`src/rtl/game_ctrl.sv`:
```
// rtl/game_ctrl.sv - game phase sequencer for the ball/brick datapath
//
// Purpose: steps the game through idle, level load, aim, play, pause,
// game-over and all-clear phases; owns level, lives, launch angle and the
// ball step period. Every output is a register.
//
// Ports:
//   clk        system clock
//   rst        asynchronous active-low reset
//   btn_start  debounced start button level (clk-synchronous)
//   btn_left   debounced left button level (clk-synchronous)
//   btn_right  debounced right button level (clk-synchronous)
//   dead       ball lost, held by the datapath until it sees AIM
//   win        bricks cleared, held by the datapath until it sees AIM
//   state      0 IDLE, 1 LOAD, 2 AIM, 3 PLAY, 4 OVER, 5 CLEAR, 6 PAUSE
//   level      current level
//   angle      launch angle 0..5
//   period     ball step period in clocks
//   lives      remaining lives
//   game_over  high in OVER
//   all_clear  high in CLEAR
module game_ctrl #(
  parameter int unsigned INIT_LIVES    = 3,
  parameter int unsigned NUM_LEVELS    = 6,
  parameter int unsigned BASE_PERIOD   = 500000,
  parameter int unsigned PERIOD_STEP   = 50000,
  parameter int unsigned MIN_PERIOD    = 100000,
  parameter int unsigned ANGLE_DEFAULT = 4
) (
  input  logic        clk,
  input  logic        rst,
  input  logic        btn_start,
  input  logic        btn_left,
  input  logic        btn_right,
  input  logic        dead,
  input  logic        win,
  output logic [2:0]  state,
  output logic [2:0]  level,
  output logic [2:0]  angle,
  output logic [19:0] period,
  output logic [1:0]  lives,
  output logic        game_over,
  output logic        all_clear
);

  typedef enum logic [2:0] {
    S_IDLE  = 3'd0,
    S_LOAD  = 3'd1,
    S_AIM   = 3'd2,
    S_PLAY  = 3'd3,
    S_OVER  = 3'd4,
    S_CLEAR = 3'd5,
    S_PAUSE = 3'd6
  } state_t;

  localparam logic [2:0]  LVL_MAX    = 3'(NUM_LEVELS - 1);
  localparam logic [2:0]  ANG_MAX    = 3'd5;
  localparam logic [2:0]  ANG_DEF    = 3'(ANGLE_DEFAULT);
  localparam logic [1:0]  LIVES_INIT = 2'(INIT_LIVES);
  localparam logic [19:0] P_BASE     = 20'(BASE_PERIOD);
  localparam logic [20:0] P_STEP     = 21'(PERIOD_STEP);
  localparam logic [20:0] P_MIN      = 21'(MIN_PERIOD);

  state_t      state_q, state_d;
  logic [2:0]  level_d, angle_d;
  logic [19:0] period_d;
  logic [1:0]  lives_d;
  logic        game_over_d, all_clear_d;
  logic [1:0]  load_cnt_q, load_cnt_d;
  logic        armed_q, armed_d;
  logic        prev_start, prev_left, prev_right;
  logic        start_e, left_e, right_e;
  logic [20:0] p_diff;

  assign state   = state_q;
  assign start_e = btn_start & ~prev_start;
  assign left_e  = btn_left  & ~prev_left;
  assign right_e = btn_right & ~prev_right;

  // History regs come out of reset at 1 so a button held through reset
  // does not look like a fresh press.
  always_ff @(posedge clk or negedge rst) begin
    if (!rst) begin
      state_q    <= S_IDLE;
      level      <= 3'd0;
      angle      <= ANG_DEF;
      period     <= P_BASE;
      lives      <= LIVES_INIT;
      game_over  <= 1'b0;
      all_clear  <= 1'b0;
      load_cnt_q <= 2'd0;
      armed_q    <= 1'b0;
      prev_start <= 1'b1;
      prev_left  <= 1'b1;
      prev_right <= 1'b1;
    end else begin
      state_q    <= state_d;
      level      <= level_d;
      angle      <= angle_d;
      period     <= period_d;
      lives      <= lives_d;
      game_over  <= game_over_d;
      all_clear  <= all_clear_d;
      load_cnt_q <= load_cnt_d;
      armed_q    <= armed_d;
      prev_start <= btn_start;
      prev_left  <= btn_left;
      prev_right <= btn_right;
    end
  end

  always_comb begin
    state_d    = state_q;
    level_d    = level;
    angle_d    = angle;
    period_d   = period;
    lives_d    = lives;
    load_cnt_d = load_cnt_q;
    armed_d    = armed_q;
    // 21-bit difference: bit 20 set means the step would underflow.
    p_diff     = {1'b0, period} - P_STEP;

    case (state_q)
      S_IDLE: begin
        if (left_e && !right_e && level != 3'd0)
          level_d = level - 3'd1;
        else if (right_e && !left_e && level != LVL_MAX)
          level_d = level + 3'd1;
        if (start_e) begin
          lives_d    = LIVES_INIT;
          period_d   = P_BASE;
          load_cnt_d = 2'd0;
          state_d    = S_LOAD;
        end
      end
      S_LOAD: begin
        if (load_cnt_q == 2'd1)
          state_d = S_AIM;
        else
          load_cnt_d = load_cnt_q + 2'd1;
      end
      S_AIM: begin
        if (left_e && !right_e && angle != 3'd0)
          angle_d = angle - 3'd1;
        else if (right_e && !left_e && angle != ANG_MAX)
          angle_d = angle + 3'd1;
        if (start_e) begin
          armed_d = 1'b0;
          state_d = S_PLAY;
        end
      end
      S_PLAY: begin
        // The entry cycle only arms; dead/win may still be stale from the
        // datapath's view of the previous phase.
        armed_d = 1'b1;
        if (armed_q && win) begin
          if (level == LVL_MAX) begin
            state_d = S_CLEAR;
          end else begin
            level_d    = level + 3'd1;
            period_d   = (p_diff[20] || p_diff < P_MIN) ? P_MIN[19:0] : p_diff[19:0];
            load_cnt_d = 2'd0;
            state_d    = S_LOAD;
          end
        end else if (armed_q && dead) begin
          if (lives <= 2'd1) begin
            lives_d = 2'd0;
            state_d = S_OVER;
          end else begin
            lives_d = lives - 2'd1;
            state_d = S_AIM;
          end
        end else if (start_e) begin
          state_d = S_PAUSE;
        end
      end
      S_PAUSE: begin
        if (start_e) begin
          armed_d = 1'b0;
          state_d = S_PLAY;
        end
      end
      S_OVER, S_CLEAR: begin
        if (start_e)
          state_d = S_IDLE;
      end
      default: state_d = S_IDLE;
    endcase

    // Keeps angle at its default for every cycle spent in IDLE.
    if (state_d == S_IDLE)
      angle_d = ANG_DEF;
    game_over_d = (state_d == S_OVER);
    all_clear_d = (state_d == S_CLEAR);
  end

endmodule

```
`config.mk`:
```
export PLATFORM = sky130hd
export DESIGN_NAME = game_ctrl
export DESIGN_NICKNAME = d
export VERILOG_FILES = /design/src/rtl/game_ctrl.sv
export SDC_FILE = /design/constraint.sdc
export NUM_CORES = 1
export LEC_CHECK = 0
export BUFFER_PORTS_ARGS = -buffer_cell sky130_fd_sc_hd__buf_4
export CORE_MARGIN = 10
export CORE_UTILIZATION = 57
export DETAILED_ROUTE_END_ITERATION = 6
export PLACE_DENSITY = 0.92
export SLEW_MARGIN = 10
export SYNTH_ARGS = -nofsm -noshare
export SYNTH_HDL_FRONTEND = slang
export SYNTH_SLANG_ARGS = --single-unit
```
`constraint.sdc`:
```
create_clock -name clk -period 3.22 [get_ports clk]
set_input_delay 0.161 -clock clk [delete_from_list [all_inputs] [get_ports clk]]
set_output_delay 0.161 -clock clk [all_outputs]
set_load 0.05 [all_outputs]
```
# [After elaboration in Yosys (flattened, before gate mapping)]
# Index checks and enable logic that the tools add are counted.
# Widths: inputs -> output; s select.
[op_classes] muxes=36 eq_ne=20 bitwise=6 reduce_logical=28 n_addsub=7 n_lt_le_gt_ge=2
[ops] cell="$mux 20" n=4
[ops] cell="$mux 3" n=17
[ops] cell="$pmux 20 s2" n=1
[ops] cell="$lt 21x17->1 const B" n=1
[ops] cell="$sub 20x16->21 const B" n=1
[ops] cell="$eq 3x3->1 const B" n=6
[ops] cell="$mux 2" n=8
[ops] cell="$pmux 3 s5" n=1
[ops] cell="$ne 2x2->1 const B" n=6
[ops] cell="$reduce_and 4->1" n=3
[ops] cell="$reduce_bool 3->1" n=4
[ops] cell="$ne 3x3->1 const B" n=3
[ops] cell="$logic_and 1x1->1" n=8
[ops] cell="$add 3x1->3 const B" n=2
[ops] cell="$eq 3x2->1 const B" n=2
[ops] cell="$logic_not 3->1" n=2
[ops] cell="$pmux 2 s3" n=1
[ops] cell="$pmux 3 s2" n=1
[ops] cell="$reduce_bool 2->1" n=3
[ops] cell="$sub 3x1->3 const B" n=2
[ops] cell="$reduce_and 5->1" n=1
[ops] cell="$pmux 2 s2" n=1
[ops] cell="$reduce_and 2->1" n=2
[ops] cell="$reduce_or 2->1" n=2
[ops] cell="12 further kinds" n=17
[word_totals] elab_cells=111 in_bits=7 register_bits=39 out_inout_bits=33

# [Depth between registers and ports, before layout]
[logic_depth] ltp_word=9 mapped_depth=11 ltp_nobuf=10

# [Worst setup path before layout]
# OpenSTA, ideal clock, no wires.
[synth_path] kind="reg-to-reg" from="reg period[4]" to="reg period[6]" t_arrival_ns=2.717 path_slack_ns=0.377 required_ns=3.094 n_path_buf=1 path_stages_with_launch=12 path_cell_list="dfrtp_1 -> inv_1 -> ha_1 -> nor2b_4 -> buf_4 -> o211a_2 -> o21ai_0 -> a311oi_1 -> o22ai_2 -> o21ai_4 -> nand2_4 -> a221o_1"
[synth_between] elab_chain_cells=7
[synth_rtl] item="start: declaration" line="40" rtl="output logic [19:0] period,"
[synth_rtl] item="start signal: assignment" line="100" rtl="period <= period_d;"
[synth_rtl] item="$sub 20x16->21 *" line="121" rtl="p_diff = {1'b0, period} - P_STEP;"
[synth_rtl] item="$lt 21x17->1" line="161" rtl="period_d = (p_diff[20] || p_diff < P_MIN) ? P_MIN[19:0] : p_diff[19:0];"
[synth_rtl] item="$logic_or 1x1->1" line="161"
[synth_rtl] item="$mux 20 *" line="161"
[synth_rtl] item="$mux 20 *" line="157" rtl="if (level == LVL_MAX) begin"
[synth_rtl] item="$mux 20 *" line="156" rtl="if (armed_q && win) begin"
[synth_rtl] item="$pmux 20 s2 *" line="123" rtl="case (state_q)"
# Mark *: on every way between the ends. The rest lies on a longest branch, timed or not. The select of a mux whose other input is x is not followed.
# A chain may end at the register's enable or synchronous reset.

# [Worst setup path after layout]
[layout_path] from="reg period[5]" to="reg period[6]"
# The elaborated chain is that of the path after synthesis.

==> impl_results.md <==
* Overall Power at 3170 uW
* Die Footprint at 7600 um2
* Top-count cell post-synth: nor2_1
* Slew HR at 55.5%
* DR vias at 2483
* Core area at 4350 um2
* Total track usage at 18.0%
* Drt via density at 6.40
* Placement Setup Slack at 0.399 ns
* # nets final at 349
* Crit path from: period[5]
* ANT nets after route at 0
* #FFs+latches synth at 35
* Avg Inst Size Synth at 8.63 um2
* Critical Path RT at 3.40 ns
* Achievable clock frequency at 346 MHz
* Initial antenna violation count at 0
* # setup viols final at 0
* Synth cell types at 71
* Clock root buffer: clkbuf_8
* Post-Place Cell Area at 2850 um2
* Gpl congestion at 0.909
* Ys Warns at 0
* R2r setup slk at 0.33 ns
* Total Routed Length at 6.83 mm
* Largest net degree at the start of global routing at 36
* Min Tclk post-route at 2.89 ns
* Design area at 3000 um2
* Critical Path Start Type: flop
* Hpwl dp at 4.87 mm
* Synthesized area at 2570 um2
* Worst skew pair latency at 0.30 ns
* R2r startpoint: period[5]
* Die X at 87.2 um
* Worst r2r path cells at 10
* Hold Path Depth at 5
* Critical Path Fanout Max at 8
* Hold wc startpoint: win
* Fin Clk Skew at 0.0145 ns
* Starting Density at 59.1%
* Pleak at 0.00125 uW
* Setup CP Type: flop to flop
* Slew @ Worst Pin at 0.665 ns
* Antenna cells at 0
* First-pass GRT wire length at 11.2 mm
* Cell Count, Final, Fillers Out at 388
* Final period util at 89.6%
* TritonCTS Sinks at 35
* Drt drc at 0
* P per Cell Area at 1060 nW/um2
* Placed Cells at 376
* Post_cts resized at 0
* Arr. time, crit path at 3.06 ns
* Setup TNS at 0 ns
* Top post-synthesis cells by area: dfrtp_1 (21%), dfstp_2 (13%), nor2_1 (4.5%)
* Final hold vios at 0
* Number of synthesized flops with an enable pin at 0
* Max-Cap Viols at 0
* Hold endpoint: state[0]
* Wirelength per Cell at 17.6 um
* R2R Path End: period[6]
* CTS tree: built
* Die height at 87.2 um
* Prevailing post-synth register cell: dfrtp_1
* H-tree depth at 2
* Clk slew on worst S/H paths at 0.09 ns
* 1st-pass router iterations at 5
* Setup crit end kind: flop
* Cells after synthesis at 298
* GRT Residual Overflow at 0
* I/O Buffers at 35
* Layout cells sized above 1 at 24.7%
* Boundary pin count at 40
* Number of global-route vias before repair at 2303
* Status: finished clean
* Area grow syn2layout at 16.6%
* Num CTS Buffers at 5
* Max IR drop VDD at 672 uV
* Min-delay worst type: input pin to flop
* Std-Cell Rows at 24
* Sequential fraction of the synthesis area at 34.7%
* Share of the synthesized area in the top cell type at 21.4%
* Iter 0 DRT Violations at 280
* PnR worst setup slack at 0.333 ns
* Post-synth ARST share at 100%
* Bufs on Longest Clock Path at 2
* Final-report max-slew violation count at 0
* Synth area leader: dfrtp_1
* RSZ-0062 raised after global routing: no
* Top cells by count, synth: nor2_1 (31), dfrtp_1 (22), nand2_1 (20), o21ai_0 (19), inv_1 (15)
placed cells by master (no fill, tap or decap), types with 4 or more instances in the layout:
cell           netlist  layout
o211ai_1             4       4
buf_4                5      39
and3_1               4       4
nor4_1               4       4
nor2b_1              5       5
nand4_1              4       4
a31oi_1              9       9
xnor2_1              6       6
ha_1                 6       6
o21ai_0             19      19
nor2_1              31      31
nand3_1             13      13
nand2b_1             6       6
clkbuf_8             0       5
dlygate4sd3_1        0       4
conb_1               1       4
or2_2                4       4
inv_1               15      15
dfstp_2             13      13
a21oi_1             14      14
dfrtp_1             22      22
nor3_1               9       9
a211oi_1             5       5
nand2_1             20      20
per-layer routing:
metal	vias to the layer above	share of wire (%)	GRT usage, %
met1	1180	44	24.3
li1	1172	-	-
met2	114	47	27.8
met5	-	0	0
met3	17	6.6	3.09
met4	0	2.4	6.96
critical path: stages (launching register included):
cell and delay, ns:
dfstp_2 0.58, inv_1 0.06, ha_1 0.28, nor2b_4 0.22
o211a_2 0.32, o21ai_0 0.12, a311oi_1 0.30, o22ai_2 0.17
o21ai_4 0.28, nand2_4 0.13, a221o_1 0.31
report_power, final:
group | switching [uW] | internal, uW | total, uW
sequential | 303 | 637 | 941
combinational | 1200 | 622 | 1820
clock | 179 | 231 | 410
total | 1680 | 1490 | 3170
flip-flops by register name, indices dropped and copies added (netlist names):
signal / flops
prev_start: 1
prev_right: 1
state: 3
lives: 2
game_over: 1
prev_left: 1
load_cnt_q: 2
angle: 3
all_clear: 1
armed_q: 1
period: 16
level: 3
kinds of logic (layout without fill, tap and decap cells):
group | Yosys count | after routing | synth area share [%]
AOI/OAI and AO/OA | 91 | 91 | 25.9
xor gates and xnor gates | 8 | 8 | 2.73
adders and majority gates | 7 | 7 | 3.70
buffers and inverters | 31 | 66 | 5.79
DFF | 35 | 35 | 34.7
muxes | 2 | 2 | 0.827
other | 1 | 4 | 0.146
and+or+nand+nor | 123 | 123 | 26.2
final cells by class:
class	instances	area (um2)
Multi-Input combinational cell	235	1540
Fill cell	346	1360
Sequential cell	35	892
Timing Repair Buffer	43	333
Clock buffer	6	72.6
Tap cell	52	65.1
Inverter	15	56.3
Clock inverter	2	37.5
worst max-delay path by stage:
stage	endpoint	slack [ns]	depth (start not counted)
after floorplan	period[6]	0.38	11
after global placement	period[6]	0.49	10
after detailed placement	period[6]	0.40	10
after CTS	period[6]	0.37	10
after global routing	period[6]	0.12	10
final	period[6]	0.33	10
repair_timing:
item / in CTS / in global routing
hold buffers: 4 / 0
hold endpoints to repair: 25 / 0
buffers inserted: 0 / 0
stage by stage:
| step | hold WS (ns) | util, % |
|---|---|---|
| finish | 0.264 | 68.9 |
| floorplan | -0.135 | - |
| global placement | 0.140 | 65.4 |
| global route | 0.336 | 68.9 |
| CTS | 0.264 | 68.9 |
| detailed placement | 0.149 | 65.4 |
Power figures use the tool's default switching activity.
